<file path="src/rtl/mem_arb_pkg.sv">
// Shared types and default widths for the fetch/data memory arbiter.
package mem_arb_pkg;

  localparam int unsigned ADDRESS_WIDTH_DEF  = 32;
  localparam int unsigned DATA_WIDTH_DEF     = 32;
  localparam int unsigned MAX_DATA_BURST_DEF = 4;

  typedef enum logic [1:0] {ST_IDLE, ST_ISSUE, ST_RESP} arb_state_t;
  typedef enum logic {OWN_IF, OWN_D} arb_owner_t;

endpackage

</file>
<file path="src/rtl/arb_starve_prio.sv">
// Grant decision between fetch and data: data has priority unless fetch has
// waited through MAX_DATA_BURST consecutive data grants.
module arb_starve_prio
  import mem_arb_pkg::*;
#(
  parameter int unsigned MAX_DATA_BURST = MAX_DATA_BURST_DEF
) (
  input  logic clk,
  input  logic rst_n,
  input  logic i_accept,
  input  logic i_if_valid,
  input  logic i_d_valid,
  output logic o_grant_if,
  output logic o_grant_d
);

  localparam int unsigned CW = $clog2(MAX_DATA_BURST + 1);
  localparam logic [CW-1:0] MAX_CNT = CW'(MAX_DATA_BURST);

  logic [CW-1:0] r_starve_cnt;
  logic          w_starved;

  always_comb begin
    w_starved  = (r_starve_cnt == MAX_CNT) && i_if_valid;
    o_grant_d  = i_accept && i_d_valid && !w_starved;
    o_grant_if = i_accept && i_if_valid && !o_grant_d;
  end

  always_ff @(posedge clk or negedge rst_n) begin
    if (!rst_n) begin
      r_starve_cnt <= '0;
    end else if (!i_if_valid || o_grant_if) begin
      r_starve_cnt <= '0;
    end else if (o_grant_d && (r_starve_cnt != MAX_CNT)) begin
      r_starve_cnt <= r_starve_cnt + 1'b1;
    end
  end

endmodule

</file>
<file path="src/rtl/mem_arbiter.sv">
// Two-requester (fetch / data) sequencer in front of one shared memory port.
// One access per IDLE/RESP -> ISSUE -> RESP slot; response two cycles after accept.
module mem_arbiter
  import mem_arb_pkg::*;
#(
  parameter int unsigned ADDRESS_WIDTH  = ADDRESS_WIDTH_DEF,
  parameter int unsigned DATA_WIDTH     = DATA_WIDTH_DEF,
  parameter int unsigned MAX_DATA_BURST = MAX_DATA_BURST_DEF
) (
  input  logic                      clk,
  input  logic                      rst_n,
  input  logic                      if_req_valid,
  output logic                      if_req_ready,
  input  logic [ADDRESS_WIDTH-1:0]  if_addr,
  output logic                      if_rsp_valid,
  output logic [DATA_WIDTH-1:0]     if_rdata,
  input  logic                      d_req_valid,
  output logic                      d_req_ready,
  input  logic [ADDRESS_WIDTH-1:0]  d_addr,
  input  logic                      d_we,
  input  logic [DATA_WIDTH/8-1:0]   d_be,
  input  logic [DATA_WIDTH-1:0]     d_wdata,
  output logic                      d_rsp_valid,
  output logic [DATA_WIDTH-1:0]     d_rdata,
  output logic                      mem_en,
  output logic                      mem_we,
  output logic [DATA_WIDTH/8-1:0]   mem_be,
  output logic [ADDRESS_WIDTH-1:0]  mem_addr,
  output logic [DATA_WIDTH-1:0]     mem_wdata,
  input  logic [DATA_WIDTH-1:0]     mem_rdata
);

  localparam int unsigned BE_WIDTH = DATA_WIDTH / 8;

  arb_state_t               r_state;
  arb_owner_t               r_owner;
  logic                     r_run;
  logic [ADDRESS_WIDTH-1:0] r_addr;
  logic                     r_we;
  logic [BE_WIDTH-1:0]      r_be;
  logic [DATA_WIDTH-1:0]    r_wdata;
  logic                     r_mem_en;
  logic                     r_mem_we;
  logic                     r_if_rsp;
  logic                     r_d_rsp;
  logic [DATA_WIDTH-1:0]    r_if_rdata;
  logic [DATA_WIDTH-1:0]    r_d_rdata;

  logic                     w_accept;
  logic                     w_grant_if;
  logic                     w_grant_d;
  logic                     w_hs;
  logic [DATA_WIDTH-1:0]    w_d_rsp_data;

  // r_run keeps both readys low while reset is held and for one edge after release.
  always_comb begin
    w_accept     = r_run && ((r_state == ST_IDLE) || (r_state == ST_RESP));
    w_hs         = w_grant_if || w_grant_d;
    w_d_rsp_data = r_we ? '0 : mem_rdata;
  end

  arb_starve_prio #(
    .MAX_DATA_BURST (MAX_DATA_BURST)
  ) u_prio (
    .clk        (clk),
    .rst_n      (rst_n),
    .i_accept   (w_accept),
    .i_if_valid (if_req_valid),
    .i_d_valid  (d_req_valid),
    .o_grant_if (w_grant_if),
    .o_grant_d  (w_grant_d)
  );

  always_ff @(posedge clk or negedge rst_n) begin
    if (!rst_n) begin
      r_state    <= ST_IDLE;
      r_owner    <= OWN_IF;
      r_run      <= 1'b0;
      r_addr     <= '0;
      r_we       <= 1'b0;
      r_be       <= '0;
      r_wdata    <= '0;
      r_mem_en   <= 1'b0;
      r_mem_we   <= 1'b0;
      r_if_rsp   <= 1'b0;
      r_d_rsp    <= 1'b0;
      r_if_rdata <= '0;
      r_d_rdata  <= '0;
    end else begin
      r_run    <= 1'b1;
      r_mem_en <= 1'b0;
      r_mem_we <= 1'b0;
      r_if_rsp <= 1'b0;
      r_d_rsp  <= 1'b0;
      if (r_if_rsp) r_if_rdata <= mem_rdata;
      if (r_d_rsp)  r_d_rdata  <= w_d_rsp_data;
      case (r_state)
        ST_IDLE, ST_RESP: begin
          if (w_hs) begin
            r_state  <= ST_ISSUE;
            r_owner  <= w_grant_d ? OWN_D : OWN_IF;
            r_addr   <= w_grant_d ? d_addr : if_addr;
            r_we     <= w_grant_d && d_we;
            r_be     <= w_grant_d ? d_be : '1;
            r_wdata  <= w_grant_d ? d_wdata : '0;
            r_mem_en <= 1'b1;
            r_mem_we <= w_grant_d && d_we;
          end else begin
            r_state <= ST_IDLE;
          end
        end
        ST_ISSUE: begin
          r_state  <= ST_RESP;
          r_if_rsp <= (r_owner == OWN_IF);
          r_d_rsp  <= (r_owner == OWN_D);
        end
        default: r_state <= ST_IDLE;
      endcase
    end
  end

  // Read data arrives during RESP, so the response path bypasses the hold registers.
  always_comb begin
    if_req_ready = w_grant_if;
    d_req_ready  = w_grant_d;
    if_rsp_valid = r_if_rsp;
    d_rsp_valid  = r_d_rsp;
    if_rdata     = r_if_rsp ? mem_rdata : r_if_rdata;
    d_rdata      = r_d_rsp ? w_d_rsp_data : r_d_rdata;
    mem_en       = r_mem_en;
    mem_we       = r_mem_we;
    mem_be       = r_be;
    mem_addr     = r_addr;
    mem_wdata    = r_wdata;
  end

endmodule
</file>
<file path="config.mk">
export PLATFORM = sky130hd
export DESIGN_NAME = mem_arbiter
export DESIGN_NICKNAME = d
export VERILOG_FILES = /design/src/rtl/mem_arb_pkg.sv /design/src/rtl/arb_starve_prio.sv /design/src/rtl/mem_arbiter.sv
export SDC_FILE = /design/constraint.sdc
export NUM_CORES = 1
export LEC_CHECK = 0
export BUFFER_PORTS_ARGS = -buffer_cell sky130_fd_sc_hd__buf_4
export CAP_MARGIN = 40
export CORE_MARGIN = 2
export CORE_UTILIZATION = 46
export DETAILED_ROUTE_END_ITERATION = 10
export GPL_TIMING_DRIVEN = 0
export PLACE_DENSITY = 0.87
export REMOVE_ABC_BUFFERS = 1
export SYNTH_ARGS = -nofsm -noshare
export SYNTH_HDL_FRONTEND = slang
export SYNTH_SLANG_ARGS = --single-unit
</file>
<file path="constraint.sdc">
create_clock -name clk -period 2.1 [get_ports clk]
set_input_delay 0 -clock clk [delete_from_list [all_inputs] [get_ports clk]]
set_output_delay 0 -clock clk [all_outputs]
set_load 0.03 [all_outputs]
</file>
==> load_flow_metrics.sql, run 1 <==
INSERT INTO impl_metrics (metric_group, metric, value, unit) VALUES
('detailed_routing', 'drt-pass1-iter-count', '6', ''),
('die', 'placement_rows', '40', ''),
('synth', 'synthDominantAreaCellType', 'sky130_fd_sc_hd__dfrtp_1', ''),
('timing', 'fin_crit', '2031', 'ps'),
('detailed_routing', 'routed_via_density', '5.816', ''),
('detailed_routing', 'detail_routed_net_length_per_standard_cell', '22.93', 'um'),
('min_path', 'hold_class', 'input port to flip-flop', ''),
('timing', 'report.final.slew_viol_count', '0', ''),
('synth', 'mappedNetlistArea', '0.005680', 'mm2'),
('detailed_routing', 'routed-via-count', '5985', ''),
('synth', 'ys_seq_area_share', '63.44', '%'),
('critical_path', 'ff_to_ff_path_depth', '6', ''),
('synth', 'synthCells', '475', ''),
('cells_and_area', 'ff_latch_area', '0.003605', 'mm2'),
('cells_and_area', 'areaGrowthSynthToFinish', '73.22', '%'),
('global_route', 'groute.usage.overall', '34.65', '%'),
('global_route', 'antenna_found_initial', '2', ''),
('synth', 'postSynthAreaPerCell', '11.96', 'um2'),
('flow_run', 'max_cap_viol_count', '0', ''),
('cells_and_area', 'fin_nets', '1007', ''),
('timing', 'slew_headroom', '45.64', '%'),
('detailed_routing', 'iter_0_drt_violations', '609', ''),
('cells_and_area', 'post_route_cells_drive_above_1_share', '40.45', '%'),
('cts', 'clock_sinks', '144', ''),
('min_path', 'whs_path_depth', '4', ''),
('cells_and_area', 'nFillCells', '558', ''),
('cells_and_area', 'final_util', '81.92', '%'),
('detailed_routing', 'final_antenna_net_count', '0', ''),
('power', 'total_leakage_power', '4.807', 'nW'),
('synth', 'synth.ff_latch_count', '144', ''),
('timing', 'clock.fmax', '492.3', 'MHz'),
('die', 'die_span_y', '115.1', 'um'),
('critical_path', 'cp-end-kind', 'output pin', ''),
('placement', 'gp_routability_congestion', '0.8337', ''),
('global_route', 'maximum_number_of_pins_on_one_net_before_global_route_repair', '77', ''),
('critical_path', 'cp.arrival', '2030', 'ps'),
('power', 'power.density', '1099', 'mW/mm2'),
('power', 'peakVddDrop', '560.8', 'uV'),
('timing', 'tightest_slew', '815.5', 'ps'),
('cts', 'root_buffer', 'sky130_fd_sc_hd__clkbuf_16', ''),
('cts', 'h-tree-depth', '4', ''),
('cts', 'num_cts_buffers', '17', ''),
('critical_path', 'cp-start-kind', 'flip-flop', ''),
('critical_path', 'critPathKind', 'flip-flop to output pin', ''),
('power', 'power.total', '10.81', 'mW'),
('critical_path', 'worst-path-max-fanout', '36', ''),
('global_route', 'globalRouteOverflowTotal', '0', ''),
('synth', 'synthDominantCellAreaShare', '63.44', '%'),
('placement', 'buffer_ports.inserted', '274', ''),
('die', 'start_util', '47.29', '%'),
('die', 'pin_count', '275', ''),
('critical_path', 'cp.required', '2100', 'ps'),
('synth', 'post_synth_main_area_contributors', 'sky130_fd_sc_hd__dfrtp_1, sky130_fd_sc_hd__mux2_2, sky130_fd_sc_hd__a221o_1', ''),
('timing', 'hold_slack', '7.716', 'ps'),
('cts', 'tritoncts', 'built', ''),
('synth', 'yosysWarnings', '0', ''),
('global_route', 'grt_pass1_wl', '34.51', 'mm'),
('detailed_routing', 'wl', '23.60', 'mm'),
('die', 'floorplan.die_area', '0.01325', 'mm2'),
('outcome', 'status', 'finished clean', ''),
('timing', 'report.final.hold_viol_count', '0', ''),
('cells_and_area', 'most-common-layout-cells', 'sky130_fd_sc_hd__buf_4, sky130_fd_sc_hd__dfrtp_1, sky130_fd_sc_hd__dlygate4sd3_1, sky130_fd_sc_hd__nand2_1, sky130_fd_sc_hd__inv_1', ''),
('timing', 'report.final.setup_viol', '0', ''),
('cells_and_area', 'multiInputGateArea', '0.001772', 'mm2'),
('placement', 'detailed_place_hpwl', '12.55', 'mm'),
('die', 'fp.dieW', '115.1', 'um'),
('detailed_routing', 'drt_drc_violations_left', '0', ''),
('cts', 'worstSkewPairLatency', '420', 'ps'),
('cells_and_area', 'most_common_cell_after_layout_fill_and_taps_aside', 'sky130_fd_sc_hd__buf_4', ''),
('global_route', 'grt_pass1_vias', '6257', ''),
('synth', 'yosysUniqueCellTypes', '33', ''),
('timing', 'layout_worst_path_cycle_share', '96.74', '%'),
('cts', 'ctsLongestPathBuffers', '2', ''),
('die', 'core_area', '0.01201', 'mm2'),
('timing', 'fin_skew', '11.88', 'ps'),
('cts', 'clock_input_transition_at_the_sequential_cells_of_the_worst_setup_and_hold_paths', '60', 'ps');
-- state kept, by name, summed over array words and instances, names as in the netlist --
name,cells
mem_addr,32
mem_wdata,32
r_d_rdata,32
r_if_rdata,32
mem_be,4
u_prio.r_starve_cnt,3
r_state,2
d_rsp_valid,1
if_rsp_valid,1
mem_en,1
mem_we,1
r_owner,1
r_run,1
r_we,1
-- path summary, 6_finish.rpt --
check	from	endpoint	slack (ps)
setup / recovery	u_prio.r_starve_cnt[0]	d_req_ready	70
hold / removal	d_addr[17]	mem_addr[17]	8
setup reg to reg	u_prio.r_starve_cnt[0]	mem_addr[31]	120
hold reg to reg	r_state[1]	r_state[1]	450
max in group asynchronous	rst_n	if_rsp_valid	1160
min in group asynchronous	rst_n	mem_addr[16]	150
-- area by class of cell --
| cell class | instances | share of cell area [%] |
|---|---|---|
| Sequential cell | 144 | 36.64 |
| Timing Repair Buffer | 410 | 36.00 |
| Clock inverter | 9 | 0.8647 |
| Antenna cell | 2 | 0.05086 |
| Clock buffer | 22 | 4.819 |
| Inverter | 39 | 1.755 |
| Multi-Input combinational cell | 256 | 18.01 |
| Tap cell | 147 | 1.869 |
-- layer usage --
| metal | up-vias | GRT usage (%) | share of wire (%) |
|---|---|---|---|
| li1 | 2451 | - | - |
| met4 | 0 | 21.93 | 5.8 |
| met5 | - | 0 | 0 |
| met3 | 110 | 9.383 | 9.1 |
| met1 | 2918 | 38.32 | 34 |
| met2 | 506 | 59.22 | 51 |
-- power breakdown --
group / internal [mW] / switching [mW] / total [mW]
Clock: 1.71 / 1.15 / 2.87
Combinational: 1.61 / 2.53 / 4.14
Sequential: 3.43 / 0.369 / 3.80
-- cells by family after synthesis --
logic type                 Yosys count  synth area share (%)
DFF                                144                 63.44
and+or+nand+nor                    113                 8.833
AOI/OAI and AO/OA                  108                 15.09
buffers and inverters               75                 5.793
muxes                               32                 6.344
adders and majority gates            2                0.4405
other                                1               0.06602
-- cell usage after synthesis --
master	n
sky130_fd_sc_hd__or3_1	2
sky130_fd_sc_hd__conb_1	1
sky130_fd_sc_hd__o21ai_0	31
sky130_fd_sc_hd__nand3_1	2
sky130_fd_sc_hd__nand4b_1	1
sky130_fd_sc_hd__a22o_1	32
sky130_fd_sc_hd__buf_2	11
sky130_fd_sc_hd__nand2_1	66
sky130_fd_sc_hd__a21oi_1	1
sky130_fd_sc_hd__clkbuf_1	18
sky130_fd_sc_hd__inv_2	1
sky130_fd_sc_hd__buf_6	4
sky130_fd_sc_hd__a21boi_0	3
sky130_fd_sc_hd__o22ai_1	1
sky130_fd_sc_hd__mux2_2	32
sky130_fd_sc_hd__nor3_1	33
sky130_fd_sc_hd__and3_1	3
sky130_fd_sc_hd__a21bo_1	1
sky130_fd_sc_hd__a221o_1	32
sky130_fd_sc_hd__nand2b_1	1
sky130_fd_sc_hd__inv_1	38
sky130_fd_sc_hd__ha_1	2
sky130_fd_sc_hd__nor2_1	1
sky130_fd_sc_hd__a32o_1	1
sky130_fd_sc_hd__dfrtp_1	144
sky130_fd_sc_hd__nor4bb_1	1
sky130_fd_sc_hd__o22a_1	4
sky130_fd_sc_hd__nor2b_1	2
sky130_fd_sc_hd__buf_4	1
sky130_fd_sc_hd__and2_1	1
sky130_fd_sc_hd__buf_1	2
sky130_fd_sc_hd__a21o_1	1
sky130_fd_sc_hd__o21ai_1	1
-- through the flow --
stage,cells,worst slack (ps),instance area [um2],setup TNS (ps)
global route,1029,-30.60,9839,-30.60
floorplan,439,-931.5,5498,-72490
global placement,860,-2531,7739,-217130
detailed placement,869,109.2,7966,0
CTS,1022,8.392,9759,0
finish,1029,68.55,9839,0
-- what timing repair did --
item	in CTS	in global routing
hold buffers	122	0
pin swaps	0	0
gates cloned	0	0
endpoints found under the hold margin	206	0
gates resized for setup	5	5
setup endpoints to repair	26	13
setup buffers	0	5
-- critical path, stage by stage, from the launching register on --
cell	delay (ps)
sky130_fd_sc_hd__dfrtp_1	400
sky130_fd_sc_hd__inv_1	60
sky130_fd_sc_hd__ha_1	250
sky130_fd_sc_hd__nand3_1	100
sky130_fd_sc_hd__nand3_1	220
sky130_fd_sc_hd__bufinv_16	380
sky130_fd_sc_hd__buf_4	190
Power figures use the tool's default switching activity.
==> run 2: changes to the inputs <==
==> config.mk (replaced) <==
export PLATFORM = sky130hd
export DESIGN_NAME = mem_arbiter
export DESIGN_NICKNAME = d
export VERILOG_FILES = /design/src/rtl/mem_arb_pkg.sv /design/src/rtl/arb_starve_prio.sv /design/src/rtl/mem_arbiter.sv
export SDC_FILE = /design/constraint.sdc
export NUM_CORES = 1
export LEC_CHECK = 0
export CAP_MARGIN = 40
export CORE_AREA = 2 2 106 108
export DETAILED_ROUTE_END_ITERATION = 10
export DIE_AREA = 0 0 108 110
export DONT_BUFFER_PORTS = 1
export GPL_TIMING_DRIVEN = 0
export PLACE_DENSITY = 0.77
export REMOVE_ABC_BUFFERS = 1
export SYNTH_ARGS = -nofsm -noshare
export SYNTH_HDL_FRONTEND = slang
export SYNTH_HIERARCHICAL = 1
export SYNTH_SLANG_ARGS = --single-unit
==> run 2 against run 1 <==
  * The flow now finishes with violations (negative hold slack, negative setup slack)
  * Critical path depth up 2
  * Cell count down 17%
  * Synthesized cell count up 7.4%
  * Via count down 11%
  * Clock-buffer cell count down 2
  * Utilization up 0.41 points
  * Clock power up 14%
  * Combinational power down 8.0%
  * Global-route usage down 2.4 points
==> load_flow_metrics.sql, run 2 <==
INSERT INTO impl_metrics (metric_group, metric, value, unit) VALUES
('synth', 'main_combinational_cell_family_by_area_after_synthesis', 'simple AND/OR/NAND/NOR gates', ''),
('synth', 'post_synth_most_frequent_cells', 'sky130_fd_sc_hd__dfrtp_1, sky130_fd_sc_hd__nor3_1, sky130_fd_sc_hd__nor2b_1', ''),
('die', 'core_area', '0.01070', 'mm2'),
('timing', 'finalWorstSetupSlack', '-119.7', 'ps'),
('die', 'floorplan.die_area', '0.01188', 'mm2'),
('detailed_routing', 'final_antenna_net_count', '0', ''),
('power', 'switching_share', '41.31', '%'),
('cts', 'h-tree-depth', '4', ''),
('synth', 'synthCells', '510', ''),
('cts', 'root_buffer', 'sky130_fd_sc_hd__clkbuf_8', ''),
('timing', 'report.final.setup_viol', '35', ''),
('critical_path', 'critical_path.slowest_cell', 'sky130_fd_sc_hd__dfrtp_4', ''),
('detailed_routing', 'drt_drc_violations_left', '0', ''),
('synth', 'synth_mux_area_share', '6.149', '%'),
('cts', 'clock_input_transition_at_the_sequential_cells_of_the_worst_setup_and_hold_paths', '60', 'ps'),
('power', 'combPwrFrac', '31.3', '%'),
('global_route', 'grt_pass1_wl', '28.37', 'mm'),
('synth', 'synthDominantCellAreaShare', '61.49', '%'),
('detailed_routing', 'drt-pass1-iter-count', '5', ''),
('cells_and_area', 'fin_nets', '838', ''),
('synth', 'yosysMostFrequentCell', 'sky130_fd_sc_hd__dfrtp_1', ''),
('cts', 'clock_sinks', '144', ''),
('outcome', 'failed_checks', 'negative hold slack, negative setup slack', ''),
('die', 'placement_rows', '38', ''),
('detailed_routing', 'routed_via_density', '6.244', ''),
('timing', 'tightest_slew', '871.8', 'ps'),
('critical_path', 'cp-start-kind', 'flip-flop', ''),
('power', 'power.density', '1383', 'mW/mm2'),
('synth', 'ys_async_sr_fraction', '100.0', '%'),
('cts', 'ctsLongestPathBuffers', '2', ''),
('power', 'clkPwrFrac', '26.9', '%'),
('synth', 'yosysWarnings', '6', ''),
('cells_and_area', 'nFillCells', '516', ''),
('timing', 'report.final.hold_viol_count', '144', ''),
('global_route', 'grt_pass1_vias', '5287', ''),
('global_route', 'antenna_found_initial', '2', ''),
('cells_and_area', 'most-common-layout-cells', 'sky130_fd_sc_hd__dfrtp_1, sky130_fd_sc_hd__dlygate4sd3_1, sky130_fd_sc_hd__nor3_1, sky130_fd_sc_hd__inv_1, sky130_fd_sc_hd__nor2b_1', ''),
('detailed_routing', 'routed-via-count', '5332', ''),
('synth', 'synth_compound_gate_area_share', '12.45', '%'),
('detailed_routing', 'iter_0_drt_violations', '659', ''),
('critical_path', 'cp_slowest_stage_delay', '500', 'ps'),
('synth', 'ys.flop_type', 'sky130_fd_sc_hd__dfrtp_1', ''),
('global_route', 'groute.usage.overall', '32.22', '%'),
('synth', 'synthDominantAreaCellType', 'sky130_fd_sc_hd__dfrtp_1', ''),
('synth', 'post_synth_main_area_contributors', 'sky130_fd_sc_hd__dfrtp_1, sky130_fd_sc_hd__mux2_2, sky130_fd_sc_hd__nor3_1', ''),
('power', 'total_leakage_power', '3.854', 'nW'),
('cts', 'holdBufCountCts', '136', ''),
('critical_path', 'worst-path-max-fanout', '25', ''),
('die', 'start_util', '54.78', '%'),
('cells_and_area', 'areaGrowthSynthToFinish', '50.28', '%'),
('timing', 'fin_crit', '2220', 'ps'),
('timing', 'layout_worst_path_cycle_share', '105.7', '%'),
('power', 'fraction_of_power_consumed_by_sequential_logic', '41.8', '%'),
('placement', 'detailed_place_hpwl', '9.412', 'mm'),
('power', 'net_switching_power', '5.030', 'mW'),
('synth', 'ys_seq_area_share', '61.49', '%'),
('die', 'fp.dieW', '108', 'um'),
('global_route', 'globalRouteOverflowTotal', '0', ''),
('detailed_routing', 'detail_routed_net_length_per_standard_cell', '24.93', 'um'),
('placement', 'buffer_ports.inserted', '0', ''),
('timing', 'hold_slack', '-819.5', 'ps'),
('global_route', 'maximum_number_of_pins_on_one_net_before_global_route_repair', '145', ''),
('timing', 'slew_headroom', '41.88', '%'),
('cells_and_area', 'post_route_cells_drive_above_1_share', '26.30', '%'),
('timing', 'clock.fmax', '450.5', 'MHz'),
('timing', 'finalSetupTns', '-996.0', 'ps'),
('cells_and_area', 'most_common_cell_after_layout_fill_and_taps_aside', 'sky130_fd_sc_hd__dfrtp_1', ''),
('power', 'cellInternalPower', '7.146', 'mW'),
('synth', 'mappedNetlistArea', '0.005861', 'mm2'),
('min_path', 'hold_class', 'input port to async pin', ''),
('die', 'pin_count', '275', ''),
('placement', 'preCtsSetupSlack', '-1140', 'ps'),
('timing', 'report.final.slew_viol_count', '0', ''),
('timing', 'rsz0062_at_grt', 'true', ''),
('critical_path', 'cp-end-kind', 'flip-flop', ''),
('cts', 'tritoncts', 'built', ''),
('synth', 'synth_enable_flop_cells', '0', ''),
('critical_path', 'cp.arrival', '2610', 'ps'),
('outcome', 'status', 'complete, but fails checks', ''),
('synth', 'synth-xor-area-share', '0', '%'),
('flow_run', 'max_cap_viol_count', '0', ''),
('synth', 'post_synth_and_or_nand_nor_area_fraction', '13.45', '%'),
('critical_path', 'cp.required', '2500', 'ps'),
('synth', 'yosysUniqueCellTypes', '33', ''),
('cts', 'num_cts_buffers', '17', ''),
('detailed_routing', 'wl', '21.29', 'mm'),
('synth', 'postSynthAreaPerCell', '11.49', 'um2'),
('synth', 'synthAdderAreaFrac', '0.4270', '%'),
('critical_path', 'critPathKind', 'flip-flop to flip-flop', ''),
('power', 'peakVddDrop', '1008', 'uV'),
('critical_path', 'cells_traversed_along_the_worst_timing_path', 'buf_12 -> nor2b_4 -> nand2_2 -> nor2_4 -> nand2b_2 -> buf_8 -> nor3_1 -> nor3_2', ''),
('cts', 'worstSkewPairLatency', '520', 'ps'),
('synth', 'synth.ff_latch_count', '144', ''),
('die', 'die_span_y', '110', 'um'),
('placement', 'gp_routability_congestion', '0.7551', ''),
('timing', 'fin_skew', '8.535', 'ps');
## run 2: cell count changes in the layout (fill, tap and decap cells not counted), moves of 9 or more
cell and delta:
sky130_fd_sc_hd__buf_4 -256, sky130_fd_sc_hd__nor2b_1 +35, sky130_fd_sc_hd__nand2_1 -33, sky130_fd_sc_hd__a221o_1 -32, sky130_fd_sc_hd__buf_2 +31, sky130_fd_sc_hd__nor3_2 +21, sky130_fd_sc_hd__o22ai_1 +16, sky130_fd_sc_hd__dlygate4sd3_1 +14
sky130_fd_sc_hd__nor3_1 +11, sky130_fd_sc_hd__o22ai_2 +9
## run 2: path summary, 6_finish.rpt
path                                 end         start  slack, ps  cells after the start
max                         mem_addr[13]    r_state[0]       -120                      8
min                        r_d_rdata[10]         rst_n       -820                      0
max reg2reg                 mem_addr[13]    r_state[0]       -120                      8
min reg2reg                   r_state[1]    r_state[1]        420                      1
max in group asynchronous  mem_wdata[19]         rst_n       2690                      0
min in group clk                 r_owner  if_req_valid        120                      5
## run 2: power by group through the flow
stage | registers, mW | clock network, mW | logic [mW]
2_1_floorplan | 4.85 | 0 | 2.42
3_3_place_gp | 4.99 | 0 | 2.65
3_5_place_dp | 5.00 | 0 | 3.06
4_1_cts | 4.96 | 3.28 | 3.37
5_1_grt | 5.16 | 3.43 | 4.00
6_report | 5.09 | 3.28 | 3.81
## run 2: what timing repair did
item / CTS / global route
hold endpoints to repair: 282 / 144
gates cloned: 2 / 6
pin swaps: 3 / 44
gates resized for setup: 19 / 51
buffers inserted: 9 / 14
endpoints found under the setup margin: 106 / 79
## run 2: layer usage
layer  GRT usage, %  vias up  share of wire, %
li1               -     2160                 -
met1          34.26     2605                34
met3          10.82      126               9.1
met2          55.03      441                51
met4          20.97        0               6.1
met5              0        -                 0
## run 2: worst max-delay path, delay by kind of cell, from the launching register on
| family | cells | cell delay [ps] |
|---|---|---|
| AND/OR/NAND/NOR | 6 | 1210 |
| buffers and inverters | 2 | 370 |
| flip-flops | 1 | 500 |
## run 2: cells by family (layout without fill, tap and decap cells)
logic type | after synthesis | in the layout
simple gates | 151 | 154
flops | 144 | 144
compound gates | 107 | 107
buf+inv | 73 | 271
mux | 32 | 32
fa+ha+maj | 2 | 2
other cells | 1 | 4
## run 2: cell type report
class	instances	area [um2]	area share, %
Antenna cell	3	7.507	0.08524
Clock buffer	20	455.4	5.171
Clock inverter	11	185.2	2.103
Inverter	37	141.4	1.605
Multi-Input combinational cell	296	2277	25.86
Sequential cell	144	3610	40.99
Tap cell	140	175.2	1.989
Timing Repair Buffer	203	1956	22.20
## run 2: stage by stage
| stage | hold WS [ps] | util, % | total power [mW] | std cells | cell area, um2 |
|---|---|---|---|---|---|
| 6_report | -819.5 | 82.33 | 12.18 | 854 | 8807 |
| 3_5_place_dp | -292.5 | 57.23 | 8.063 | 654 | 6122 |
| 5_1_grt | -850.9 | 82.30 | 12.58 | 853 | 8805 |
| 3_3_place_gp | -292.7 | 54.44 | 7.643 | 614 | 5824 |
| 2_1_floorplan | -295.6 | - | 7.263 | 474 | 5649 |
| 4_1_cts | -847.7 | 77.56 | 11.61 | 832 | 8297 |
==> run 3: changes to the inputs <==
--- a/config.mk
+++ b/config.mk
@@ -5,14 +5,15 @@
 export SDC_FILE = /design/constraint.sdc
 export NUM_CORES = 1
 export LEC_CHECK = 0
-export CAP_MARGIN = 40
+export CAP_MARGIN = 20
 export CORE_AREA = 2 2 106 108
 export DETAILED_ROUTE_END_ITERATION = 10
 export DIE_AREA = 0 0 108 110
 export DONT_BUFFER_PORTS = 1
-export GPL_TIMING_DRIVEN = 0
+export GPL_TIMING_DRIVEN = 1
 export PLACE_DENSITY = 0.77
 export REMOVE_ABC_BUFFERS = 1
+export SETUP_SLACK_MARGIN = 0.15
 export SYNTH_ARGS = -nofsm -noshare
 export SYNTH_HDL_FRONTEND = slang
 export SYNTH_HIERARCHICAL = 1
==> run 3 against run 2 <==
  * The flow finishes with violations (negative hold slack)
  * Critical path depth grew 1
  * Die area is the same
  * Utilization shrank 2.1 points
  * Sequential share of layout area grew 1.0 points
  * Hold slack gained 5.9 ps
  * Critical path type unchanged
  * Largest cell class unchanged
==> load_flow_metrics.sql, run 3 (synthesized netlist as in run 2, its figures left out) <==
INSERT INTO impl_metrics (metric_group, metric, value, unit) VALUES
('outcome', 'status', 'complete, but fails checks', ''),
('outcome', 'failed_checks', 'negative hold slack', ''),
('timing', 'report.final.setup_viol', '0', ''),
('placement', 'buffer_ports.inserted', '0', ''),
('critical_path', 'cp-end-kind', 'flip-flop', ''),
('critical_path', 'cp_slowest_stage_delay', '390', 'ps'),
('global_route', 'groute.layer.met1.usage', '33.20', '%'),
('cts', 'root_buffer', 'sky130_fd_sc_hd__clkbuf_8', ''),
('critical_path', 'ff_to_ff_path_depth', '9', ''),
('detailed_routing', 'drt_drc_violations_left', '0', ''),
('cts', 'tritoncts', 'built', ''),
('detailed_routing', 'drt-pass1-iter-count', '5', ''),
('cells_and_area', 'final_util', '80.22', '%'),
('global_route', 'top_usage_layer', 'met2', ''),
('detailed_routing', 'routed-via-count', '5048', ''),
('critical_path', 'critPathMostFrequentCell', 'sky130_fd_sc_hd__nor3_1', ''),
('cts', 'ctsLongestPathBuffers', '2', ''),
('timing', 'layout_worst_path_cycle_share', '93.99', '%'),
('cells_and_area', 'nFillCells', '545', ''),
('min_path', 'hold_class', 'input port to async pin', ''),
('die', 'placement_rows', '38', ''),
('die', 'start_util', '54.78', '%'),
('critical_path', 'reg2reg_slack', '130', 'ps'),
('detailed_routing', 'routed_via_density', '5.789', ''),
('cells_and_area', 'areaGrowthSynthToFinish', '46.43', '%'),
('placement', 'gp_routability_congestion', '0.8264', ''),
('cells_and_area', 'fin_nets', '855', ''),
('critical_path', 'critical_path.slowest_cell', 'sky130_fd_sc_hd__dfrtp_1', ''),
('critical_path', 'cp.arrival', '2360', 'ps'),
('placement', 'placedInstanceArea', '0.006451', 'mm2'),
('cells_and_area', 'post_route_cells_drive_above_1_share', '23.18', '%'),
('cts', 'clock_sinks', '144', ''),
('cells_and_area', 'most-common-layout-cells', 'sky130_fd_sc_hd__dfrtp_1, sky130_fd_sc_hd__dlygate4sd3_1, sky130_fd_sc_hd__buf_4, sky130_fd_sc_hd__nor3_1, sky130_fd_sc_hd__inv_1', ''),
('placement', 'dp_cells', '695', ''),
('timing', 'report.final.hold_viol_count', '144', ''),
('critical_path', 'critPathKind', 'flip-flop to flip-flop', ''),
('cells_and_area', 'post_layout_nonfiller_instances', '872', ''),
('critical_path', 'critical_path.reg2reg.startpoint', 'u_prio/r_starve_cnt[0]', ''),
('global_route', 'antenna_found_initial', '3', ''),
('timing', 'tightest_slew', '601.5', 'ps'),
('power', 'peakVddDrop', '912.0', 'uV'),
('global_route', 'grt_pass1_wl', '27.42', 'mm'),
('detailed_routing', 'detail_routed_net_length_per_standard_cell', '21.24', 'um'),
('die', 'die_span_y', '110', 'um'),
('cts', 'holdBufCountCts', '136', ''),
('die', 'pin_count', '275', ''),
('timing', 'finalWorstSetupSlack', '126.2', 'ps'),
('global_route', 'use_met3', '9.641', '%'),
('detailed_routing', 'wl', '18.52', 'mm'),
('timing', 'hold_slack', '-813.5', 'ps'),
('power', 'power.density', '1412', 'mW/mm2'),
('timing', 'finalSetupTns', '0', 'ps'),
('cts', 'h-tree-depth', '4', ''),
('timing', 'report.final.slew_viol_count', '0', ''),
('critical_path', 'worst-path-max-fanout', '16', ''),
('die', 'floorplan.die_area', '0.01188', 'mm2'),
('die', 'fp.dieW', '108', 'um'),
('global_route', 'globalRouteOverflowTotal', '0', ''),
('critical_path', 'cells_traversed_along_the_worst_timing_path', 'inv_1 -> ha_1 -> a21boi_2 -> nor2_1 -> buf_4 -> nand2b_2 -> buf_12 -> nor3_1 -> nor3_1', ''),
('cells_and_area', 'most_common_cell_after_layout_fill_and_taps_aside', 'sky130_fd_sc_hd__dfrtp_1', ''),
('timing', 'fin_skew', '10.94', 'ps'),
('critical_path', 'cp.required', '2490', 'ps'),
('critical_path', 'cp-start-kind', 'flip-flop', ''),
('critical_path', 'regToRegEndpoint', 'mem_addr[13]', ''),
('timing', 'clock.fmax', '506.6', 'MHz'),
('die', 'core_area', '0.01070', 'mm2'),
('placement', 'detailed_place_hpwl', '9.948', 'mm'),
('timing', 'fin_crit', '1974', 'ps'),
('placement', 'preCtsSetupSlack', '152.4', 'ps'),
('cts', 'clock_input_transition_at_the_sequential_cells_of_the_worst_setup_and_hold_paths', '70', 'ps'),
('global_route', 'groute.usage.overall', '30.30', '%'),
('power', 'total_leakage_power', '3.822', 'nW'),
('cts', 'worstSkewPairLatency', '510', 'ps'),
('detailed_routing', 'iter_0_drt_violations', '364', ''),
('cells_and_area', 'final_area', '0.008582', 'mm2'),
('timing', 'slew_headroom', '59.90', '%'),
('cts', 'num_cts_buffers', '17', ''),
('detailed_routing', 'final_antenna_net_count', '0', ''),
('global_route', 'maximum_number_of_pins_on_one_net_before_global_route_repair', '145', ''),
('global_route', 'gr-usage-met2', '53.05', '%'),
('global_route', 'grt_pass1_vias', '5441', ''),
('flow_run', 'max_cap_viol_count', '0', '');
run 3: cell types whose count changed in the layout (fill, tap and decap cells not counted), sizes merged:
cell and change:
nand2b -3, clkinv -1, clkinvlp +2, bufinv -2, clkbuf -3, inv +2, buf +23
run 3: power breakdown:
| group | internal [mW] | switching (mW) | leakage, nW |
|---|---|---|---|
| sequential | 3.72 | 1.27 | 1.76 |
| combinational | 1.64 | 2.46 | 1.77 |
| clock | 1.88 | 1.16 | 0.284 |
run 3: timing repair:
item | CTS | global route
gates resized for setup | 1 | 21
endpoints found under the setup margin | 1 | 92
endpoints found under the hold margin | 282 | 144
buffers inserted | 0 | 5
pin swaps | 0 | 2
gates cloned | 0 | 1
run 3: worst max-delay path, delay by kind of cell, from the launching register on:
| kind | cells | cell delay (ps) |
|---|---|---|
| buf+inv | 3 | 500 |
| fa+ha+maj | 1 | 240 |
| flops | 1 | 390 |
| simple gates | 4 | 620 |
| compound gates | 1 | 100 |
run 3: routing by layer:
layer  share of wire [%]  wire length [um]  up-vias
li1                    -                 -     2186
met1                  36              6701     2483
met2                  52              9622      297
met3                 7.5              1390       82
met4                 4.4               808        0
met5                   0                 0        -
run 3: stage by stage:
step	hold WS, ps	power, mW
6_report	-813.5	12.12
5_1_grt	-847.9	12.62
4_1_cts	-835.8	11.94
3_5_place_dp	-291.6	8.696
3_3_place_gp	-292.4	8.527
2_1_floorplan	-295.6	7.263
run 3: area by class of cell:
cell class,count,area [um2],area share (%)
clock buffers,20,445.4,5.190
well taps,140,175.2,2.041
clock inverters,12,156.4,1.822
flip-flops and latches,144,3605,42.00
repair buffers,223,2085,24.29
inverters,37,138.9,1.618
diodes,3,7.507,0.08748
multi-input cells,293,1969,22.95
run 3: how the worst max path moves through the flow:
stage                           start      endpoint  slack (ps)  cells past startpoint
2_1_floorplan              r_state[0]          r_we       -1580                      6
3_3_place_gp               r_state[0]  mem_addr[24]         290                      8
3_5_place_dp   u_prio/r_starve_cnt[0]  mem_addr[28]         150                      9
4_1_cts                  if_rsp_valid   if_rdata[7]         190                      3
5_1_grt        u_prio/r_starve_cnt[0]  mem_addr[22]          -1                      9
6_report       u_prio/r_starve_cnt[0]  mem_addr[13]         130                      9
